<file path="src/rtl/seq_divider.sv">
// Signed restoring divider: 2*WIDTH-bit dividend by WIDTH-bit divisor, one quotient
// bit per cycle, with fixed latency and divide-by-zero / overflow reporting.
module seq_divider #(
   parameter int WIDTH = 16
) (
   input  logic               clk_i,
   input  logic               rst_i,
   input  logic               start_i,
   input  logic [2*WIDTH-1:0] dividend_i,
   input  logic [WIDTH-1:0]   divisor_i,
   output logic [WIDTH-1:0]   quot_o,
   output logic [WIDTH-1:0]   rem_o,
   output logic               busy_o,
   output logic               done_o,
   output logic               dz_o,
   output logic               ovf_o
);

   localparam int CNT_W = $clog2(2*WIDTH);
   localparam logic [2*WIDTH-1:0] POS_LIM = {{(WIDTH+1){1'b0}}, {(WIDTH-1){1'b1}}};
   localparam logic [2*WIDTH-1:0] NEG_LIM = POS_LIM + 1'b1;
   localparam logic [WIDTH-1:0]   SAT_POS = {1'b0, {(WIDTH-1){1'b1}}};
   localparam logic [WIDTH-1:0]   SAT_NEG = {1'b1, {(WIDTH-1){1'b0}}};

   typedef enum logic [1:0] {
      IDLE,
      LOAD,
      RUN,
      FIX
   } stateT;

   stateT              state_q;
   logic [2*WIDTH-1:0] dividend_q;
   logic [WIDTH-1:0]   divisor_q;
   logic               signDvd_q;
   logic               signQuot_q;
   logic [2*WIDTH-1:0] quotShift_q;
   logic [WIDTH:0]     partRem_q;
   logic [WIDTH:0]     divisorMag_q;
   logic [CNT_W-1:0]   count_q;
   logic [WIDTH-1:0]   quot_q;
   logic [WIDTH-1:0]   rem_q;
   logic               busy_q;
   logic               done_q;
   logic               dz_q;
   logic               ovf_q;

   logic [2*WIDTH-1:0] dividendMag_d;
   logic [WIDTH:0]     divisorExt;
   logic [WIDTH:0]     divisorMag_d;
   logic [WIDTH+1:0]   shifted;
   logic               trialOk;
   logic [WIDTH:0]     trialDiff;
   logic [WIDTH:0]     partRem_d;
   logic [2*WIDTH-1:0] quotShift_d;
   logic [WIDTH-1:0]   quot_d;
   logic [WIDTH-1:0]   rem_d;
   logic               dz_d;
   logic               ovf_d;

   // Operand magnitudes; the divisor gets one extra bit so the most negative value survives negation.
   always_comb begin
      divisorExt    = {divisor_q[WIDTH-1], divisor_q};
      dividendMag_d = dividend_q[2*WIDTH-1] ? -dividend_q : dividend_q;
      divisorMag_d  = divisorExt[WIDTH] ? -divisorExt : divisorExt;
   end

   always_comb begin
      shifted     = {partRem_q, quotShift_q[2*WIDTH-1]};
      trialOk     = (shifted >= {1'b0, divisorMag_q});
      trialDiff   = shifted[WIDTH:0] - divisorMag_q;
      partRem_d   = trialOk ? trialDiff : shifted[WIDTH:0];
      quotShift_d = {quotShift_q[2*WIDTH-2:0], trialOk};
   end

   // Final sign/saturation stage; the remainder always fits because it is smaller than the divisor.
   always_comb begin
      quot_d = '0;
      dz_d   = 1'b0;
      ovf_d  = 1'b0;
      rem_d  = signDvd_q ? -partRem_q[WIDTH-1:0] : partRem_q[WIDTH-1:0];
      if (divisor_q == '0) begin
         dz_d   = 1'b1;
         quot_d = '1;
         rem_d  = dividend_q[WIDTH-1:0];
      end else if (!signQuot_q && (quotShift_q > POS_LIM)) begin
         ovf_d  = 1'b1;
         quot_d = SAT_POS;
      end else if (signQuot_q && (quotShift_q > NEG_LIM)) begin
         ovf_d  = 1'b1;
         quot_d = SAT_NEG;
      end else begin
         quot_d = signQuot_q ? -quotShift_q[WIDTH-1:0] : quotShift_q[WIDTH-1:0];
      end
   end

   always_ff @(posedge clk_i) begin
      if (rst_i) begin
         state_q      <= IDLE;
         dividend_q   <= '0;
         divisor_q    <= '0;
         signDvd_q    <= 1'b0;
         signQuot_q   <= 1'b0;
         quotShift_q  <= '0;
         partRem_q    <= '0;
         divisorMag_q <= '0;
         count_q      <= '0;
         quot_q       <= '0;
         rem_q        <= '0;
         busy_q       <= 1'b0;
         done_q       <= 1'b0;
         dz_q         <= 1'b0;
         ovf_q        <= 1'b0;
      end else begin
         done_q <= 1'b0;
         case (state_q)
            IDLE: begin
               if (start_i) begin
                  dividend_q <= dividend_i;
                  divisor_q  <= divisor_i;
                  signDvd_q  <= dividend_i[2*WIDTH-1];
                  signQuot_q <= dividend_i[2*WIDTH-1] ^ divisor_i[WIDTH-1];
                  busy_q     <= 1'b1;
                  state_q    <= LOAD;
               end
            end
            LOAD: begin
               quotShift_q  <= dividendMag_d;
               divisorMag_q <= divisorMag_d;
               partRem_q    <= '0;
               count_q      <= CNT_W'(2*WIDTH-1);
               state_q      <= RUN;
            end
            RUN: begin
               quotShift_q <= quotShift_d;
               partRem_q   <= partRem_d;
               count_q     <= count_q - CNT_W'(1);
               if (count_q == '0) begin
                  state_q <= FIX;
               end
            end
            FIX: begin
               quot_q  <= quot_d;
               rem_q   <= rem_d;
               dz_q    <= dz_d;
               ovf_q   <= ovf_d;
               busy_q  <= 1'b0;
               done_q  <= 1'b1;
               state_q <= IDLE;
            end
            default: state_q <= IDLE;
         endcase
      end
   end

   assign quot_o = quot_q;
   assign rem_o  = rem_q;
   assign busy_o = busy_q;
   assign done_o = done_q;
   assign dz_o   = dz_q;
   assign ovf_o  = ovf_q;

endmodule

</file>
<file path="config.mk">
export PLATFORM = sky130hd
export DESIGN_NAME = seq_divider
export DESIGN_NICKNAME = d
export VERILOG_FILES = /design/src/rtl/seq_divider.sv
export SDC_FILE = /design/constraint.sdc
export NUM_CORES = 1
export LEC_CHECK = 0
export CORE_MARGIN = 3
export CORE_UTILIZATION = 25
export CTS_BUF_LIST = sky130_fd_sc_hd__clkbuf_16
export DETAILED_ROUTE_END_ITERATION = 10
export GPL_TIMING_DRIVEN = 0
export SKIP_CTS_REPAIR_TIMING = 1
export SKIP_LAST_GASP = 1
export SYNTH_ARGS = -nofsm -noshare
export SYNTH_HDL_FRONTEND = slang
export SYNTH_SLANG_ARGS = --single-unit
</file>
<file path="constraint.sdc">
create_clock -name clk_i -period 4.31 [get_ports clk_i]
set_input_delay 0.431 -clock clk_i [delete_from_list [all_inputs] [get_ports clk_i]]
set_output_delay 0.431 -clock clk_i [all_outputs]
set_load 0.01 [all_outputs]
</file>
[Word-level counts from Yosys, hierarchy flattened]
Cells that the tools add are included.
Storage, ports and cells
  output and inout bits: 36
  register bits after elaboration: 159
  bits of input ports: 51
  logic and storage cells: 63
Cells by class
  equality and inequality tests: 5
  bitwise gates (word level): 1
  order comparisons: 3
  muxes and demuxes: 22
  reductions and logical operators: 11
  $add $sub $neg: 6
Operators by type and width (count)
  two-way mux 16 bit: 6
  one-hot mux 32 bit (2 select lines): 1
  two-way mux 17 bit: 2
  one-hot mux 17 bit (2 select lines): 1
  greater-than comparator 32 x 15 -> 1 bit (second input constant): 1
  greater-than comparator 32 x 16 -> 1 bit (second input constant): 1
  two-way mux 32 bit: 1
  negator 16 bit: 2
  negator 32 bit: 1
  >= comparator 18 x 17 -> 1 bit: 1
  negator 17 bit: 1
  subtractor 17 bit: 1
  logical NOT 16 bit: 1
  one-hot mux 5 bit (2 select lines): 1
  one-hot mux 2 bit (4 select lines): 1
  two-way mux 1 bit: 6
  AND reduction 2 bit: 3
  logical NOT 5 bit: 1
  subtractor 5 x 1 -> 5 bit (second input constant): 1
  == test 2 bit (second input constant): 2
  two-way mux 2 bit: 2
  != test 2 bit (second input constant): 2
  nonzero test 2 bit: 2
  == test 2 x 1 -> 1 bit (second input constant): 1
  other kinds (5): 6

[Longest topological paths before layout]
  word-level depth: 5
  gate-level depth with buffers: 12
  mapped depth without buffers: 11

[Least setup slack after synthesis]
OpenSTA, ideal clock, no wires.
  kind: reg2reg
  from: reg quotShift_q[31]
  to: reg partRem_q[0]
  slack: 1.642 ns
  stages on the path, launching flop included: 13
  required time: 4.193 ns
  arrival: 2.551 ns
  path through: dfxtp_1 inv_1 ha_1 inv_1 fa_1 and3_1 o211a_1 o21ai_0 a211oi_1 nor3_1 buf_2 mux2i_1 a22o_1
Between the ends
  cells in the longest elaborated chain, start to end: 3
  elaborated cells between the ends (all ways): 4
  classes of those cells: 1 x add/sub; 1 x order compare; 2 x mux
Ends and longest elaborated chain
  start, declared: line 37  | logic [2*WIDTH-1:0] quotShift_q;
  start signal, assigned: line 128  | quotShift_q <= dividendMag_d;
  start signal, assigned: line 135  | quotShift_q <= quotShift_d;
  subtractor 17 bit or >= comparator 18 x 17 -> 1 bit (tied branches): line 71, 70
  two-way mux 17 bit *: line 72  | partRem_d = trialOk ? trialDiff : shifted[WIDTH:0];
  one-hot mux 17 bit (2 select lines) *: line 116  | case (state_q)
  end signal, assigned: line 136  | partRem_q <= partRem_d;
  end, declared: line 38  | logic [WIDTH:0] partRem_q;
Mark *: on every way between the ends. The rest lies on a longest branch, timed or not.
A chain may end at the register's enable or synchronous reset.

[Worst setup path in the final report]
  from: reg quotShift_q[31]
  to: reg partRem_q[4]
The elaborated chain is that of the path after synthesis.

==> key figures <==
Critical path
  – Worst r2r dst: partRem_q[4]$_SDFFE_PP0P_
  – FF-to-FF path depth: 12
  – Critical Path Sink Type: register
  – CP Data Arrival Time: 3.49 ns
  – Slowest-stage cell, CP: fa_1
  – Worst EP required: 4.61 ns
  – Largest stage delay, worst path: 0.39 ns
  – CP Cell Sequence: inv_1, ha_1, inv_1, fa_1, and3_1, o211a_1, o21ai_0, a211oi_1, nor3_1, buf_2, mux2i_1, o21ai_0
  – Crit start category: register
  – Flop2flop setup slack: 1.12 ns
  – Critical Path Fanout Max: 10
  – Worst path bufs/invs: 3
  – Launch point of the worst reg-to-reg path: quotShift_q[31]$_SDFFE_PP0P_
  – CP top delay family: compound AO/OA/AOI/OAI gates
  – Worst setup path category: register to register

Drt
  – Post-route antenna net violation count: 0
  – Starting DRT DRC Count: 739
  – Remaining DRCs: 0
  – Final wirelength: 28290 um
  – Routed WL per cell: 16.68 um
  – First-pass iteration count of the detailed router: 5
  – Vias/cell: 4.893
  – Via count: 8298

Timing
  – Crit path time final: 3.194 ns
  – Final Max Slew Viols: 0
  – Worst slew pin tran: 1.066 ns
  – Worst slew margin: 28.39%
  – Final Setup Violations: 0
  – Setup Skew: 0.01241 ns
  – RSZ-0062 raised after global routing: no
  – TNS Setup: 0 ns
  – FMAX: 313.0 MHz
  – Final worst path period share: 74.12%
  – Hold Violations, Final: 0

Logic synthesis
  – Post-synth cell types: 58
  – Post-Syn Instances: 1130
  – Yosys top cell by area: dfxtp_1
  – Most frequent cell after synthesis: nand2_1
  – Post-synth top area share: 36.30%
  – Post-synthesis register bit count: 158
  – Syn_area_per_cell: 7.712 sq um
  – Leading post-synthesis cells by cell area: dfxtp_1 36%, nand2_1 7.7%, a21oi_1 5.3%
  – Most frequent cells after synthesis: 178 x nand2_1, 158 x dfxtp_1, 119 x nor2_1
  – Post-synth EDFFs: 0
  – Ys async rst share: 0%
  – Syn nets: 1209
  – Synth warnings: 0
  – Seq/Total Area, Yosys: 36.30%
  – Post-Synthesis Cell Area: 8715 sq um
  – Most used DFF post-synth: dfxtp_1

Power
  – Worst vdd ir: 0.2560 mV
  – PD cells: 699.8 nW/um^2
  – Post-route total power: 7.471 mW
  – LEAKAGE: 3.888 nW

Global routing
  – Pin count of the biggest net entering global routing: 17
  – First-pass GRT wire length: 44140 um
  – Gr usage total: 15.17%
  – Initial antenna violation count: 0
  – Grt ovf: 0
  – Vias in the first global route: 7879

Floorplan
  – Die area: 37140 sq um
  – Die Y-Extent: 192.7 um
  – IO Count: 87
  – Num rows: 67
  – Initial Util: 25.67%
  – Core Footprint: 33950 sq um
  – Die Span X: 192.7 um

Placement
  – Post-DP HPWL: 22030 um
  – IO Port Bufs: 86
  – DP Area: 10140 sq um
  – Routability cong.: 0.8886

Layout
  – ANT cells: 0
  – Syn-to-layout area delta: 22.50%
  – Reg area: 3163 sq um
  – Number of fill cells: 3657
  – Multi-input gate area: 5086 sq um
  – Final instance area: 10680 sq um
  – Nets: 1314
  – Share of layout cells above drive strength 1: 4.087%

CTS
  – Clock tree from TritonCTS: built
  – Clock root buffer master: clkbuf_16
  – CTS Sinks: 158
  – Clk_lat worst skew: 0.43 ns
  – H-tree levels: 4
  – Clock Tree Buf Depth: 2
  – Num CTS Buffers: 17
  – Worst-path clk slew: 0.07 ns

Worst hold path
  – HP Start: quot_o[2]$_SDFFE_PP0P_
  – Hold path depth: 2
  – Hold endpoint: quot_o[2]$_SDFFE_PP0P_
  – HP Class: register to register

Run
  – Max-cap viol count: 0

Run status
  – Status: finished clean
area by class of cell:
cell class                      instances  share of cell area [%]
Inverter                               50                   1.758
Sequential cell                       158                   29.63
Timing Repair Buffer                   86                   8.064
Buffer                                 70                   2.602
Tap cell                              448                   5.251
Multi-Input combinational cell        852                   47.64
Clock buffer                           17                   3.985
Clock inverter                         15                   1.067
worst max-delay path by stage:
| stage | startpoint | end | slack (ns) | cells after the start |
|---|---|---|---|---|
| final | quotShift_q[31]$_SDFFE_PP0P_ | partRem_q[4]$_SDFFE_PP0P_ | 1.12 | 12 |
| after global routing | partRem_q[8]$_SDFFE_PP0P_ | partRem_q[11]$_SDFFE_PP0P_ | 0.80 | 9 |
| after CTS | quotShift_q[31]$_SDFFE_PP0P_ | partRem_q[14]$_SDFFE_PP0P_ | 1.13 | 12 |
| after detailed placement | quotShift_q[31]$_SDFFE_PP0P_ | partRem_q[16]$_SDFFE_PP0P_ | 1.14 | 12 |
| after global placement | quotShift_q[31]$_SDFFE_PP0P_ | partRem_q[3]$_SDFFE_PP0P_ | 1.13 | 12 |
| after floorplan | quotShift_q[31]$_SDFFE_PP0P_ | partRem_q[0]$_SDFFE_PP0P_ | 1.64 | 12 |
power breakdown:
part / internal, mW / switching [mW]
logic: 1.47 / 2.48
registers: 1.77 / 0.344
clock network: 0.742 / 0.669
total: 3.98 / 3.49
worst register-to-register path: stages (launching register included):
cell	delay [ns]
dfxtp_1	0.36
inv_1	0.10
ha_1	0.17
inv_1	0.05
fa_1	0.39
and3_1	0.21
o211a_1	0.22
o21ai_0	0.39
a211oi_1	0.17
nor3_1	0.34
buf_2	0.35
mux2i_1	0.22
o21ai_0	0.08
sequential cells by signal, summed over array words and instances (netlist names):
signal        cells
busy_o            1
count_q           5
dividend_q       32
divisorMag_q     17
divisor_q        16
done_o            1
dz_o              1
ovf_o             1
partRem_q        17
quotShift_q      32
quot_o           16
rem_o            16
signQuot_q        1
state_q           2
through the flow:
step / utilization, % / worst slack, ns / cells / hold WS, ns
finish: 31.44 / 1.116 / 1696 / 0.4746
global route: 31.44 / 0.7958 / 1696 / 0.5055
CTS: 31.44 / 1.126 / 1696 / 0.4792
detailed placement: 29.85 / 1.144 / 1664 / 0.4663
global placement: 29.85 / 1.133 / 1664 / 0.4605
floorplan: - / 1.642 / 1130 / 0.4279
routing by layer:
metal | global-route usage, % | routed length, um | vias up
li1 | - | - | 4176
met3 | 2.180 | 1939 | 34
met2 | 23.40 | 12320 | 257
met4 | 4.483 | 464 | 0
met5 | 0 | 0 | -
met1 | 21.87 | 13570 | 3831
kinds of logic (layout without fill, tap and decap cells):
| logic type | count (synthesis) | count (layout) | share of synthesized area [%] |
|---|---|---|---|
| buffers and inverters | 120 | 238 | 5.341 |
| AOI/OAI and AO/OA | 291 | 291 | 20.89 |
| xor gates and xnor gates | 69 | 69 | 6.935 |
| and+or+nand+nor | 426 | 426 | 22.07 |
| muxes | 38 | 38 | 4.365 |
| DFF | 158 | 158 | 36.30 |
| adders and majority gates | 28 | 28 | 4.106 |
placed cells by master, fill, tap and decap left out, types with 6 or more instances in the layout:
master / n
or3_1: 10
nor2_1: 119
nor4_1: 11
nor2b_1: 6
a311oi_1: 6
ha_1: 27
clkinvlp_4: 6
o32ai_1: 7
clkbuf_16: 17
nor3b_1: 8
clkdlybuf4s50_1: 86
xor2_1: 39
nand3b_1: 6
buf_1: 12
a211oi_1: 22
a21o_1: 6
o22ai_1: 11
o21ai_0: 77
a31oi_1: 7
mux2i_1: 38
nand2_1: 178
dfxtp_1: 158
and3_1: 6
inv_1: 51
nand2b_1: 14
o31ai_1: 17
a32oi_1: 7
xnor2_1: 30
o41ai_1: 11
nor3_1: 31
nand3_1: 15
a21oi_1: 93
clkbuf_1: 54
or4_1: 7
Note: power is estimated with default switching activity, not from simulation.
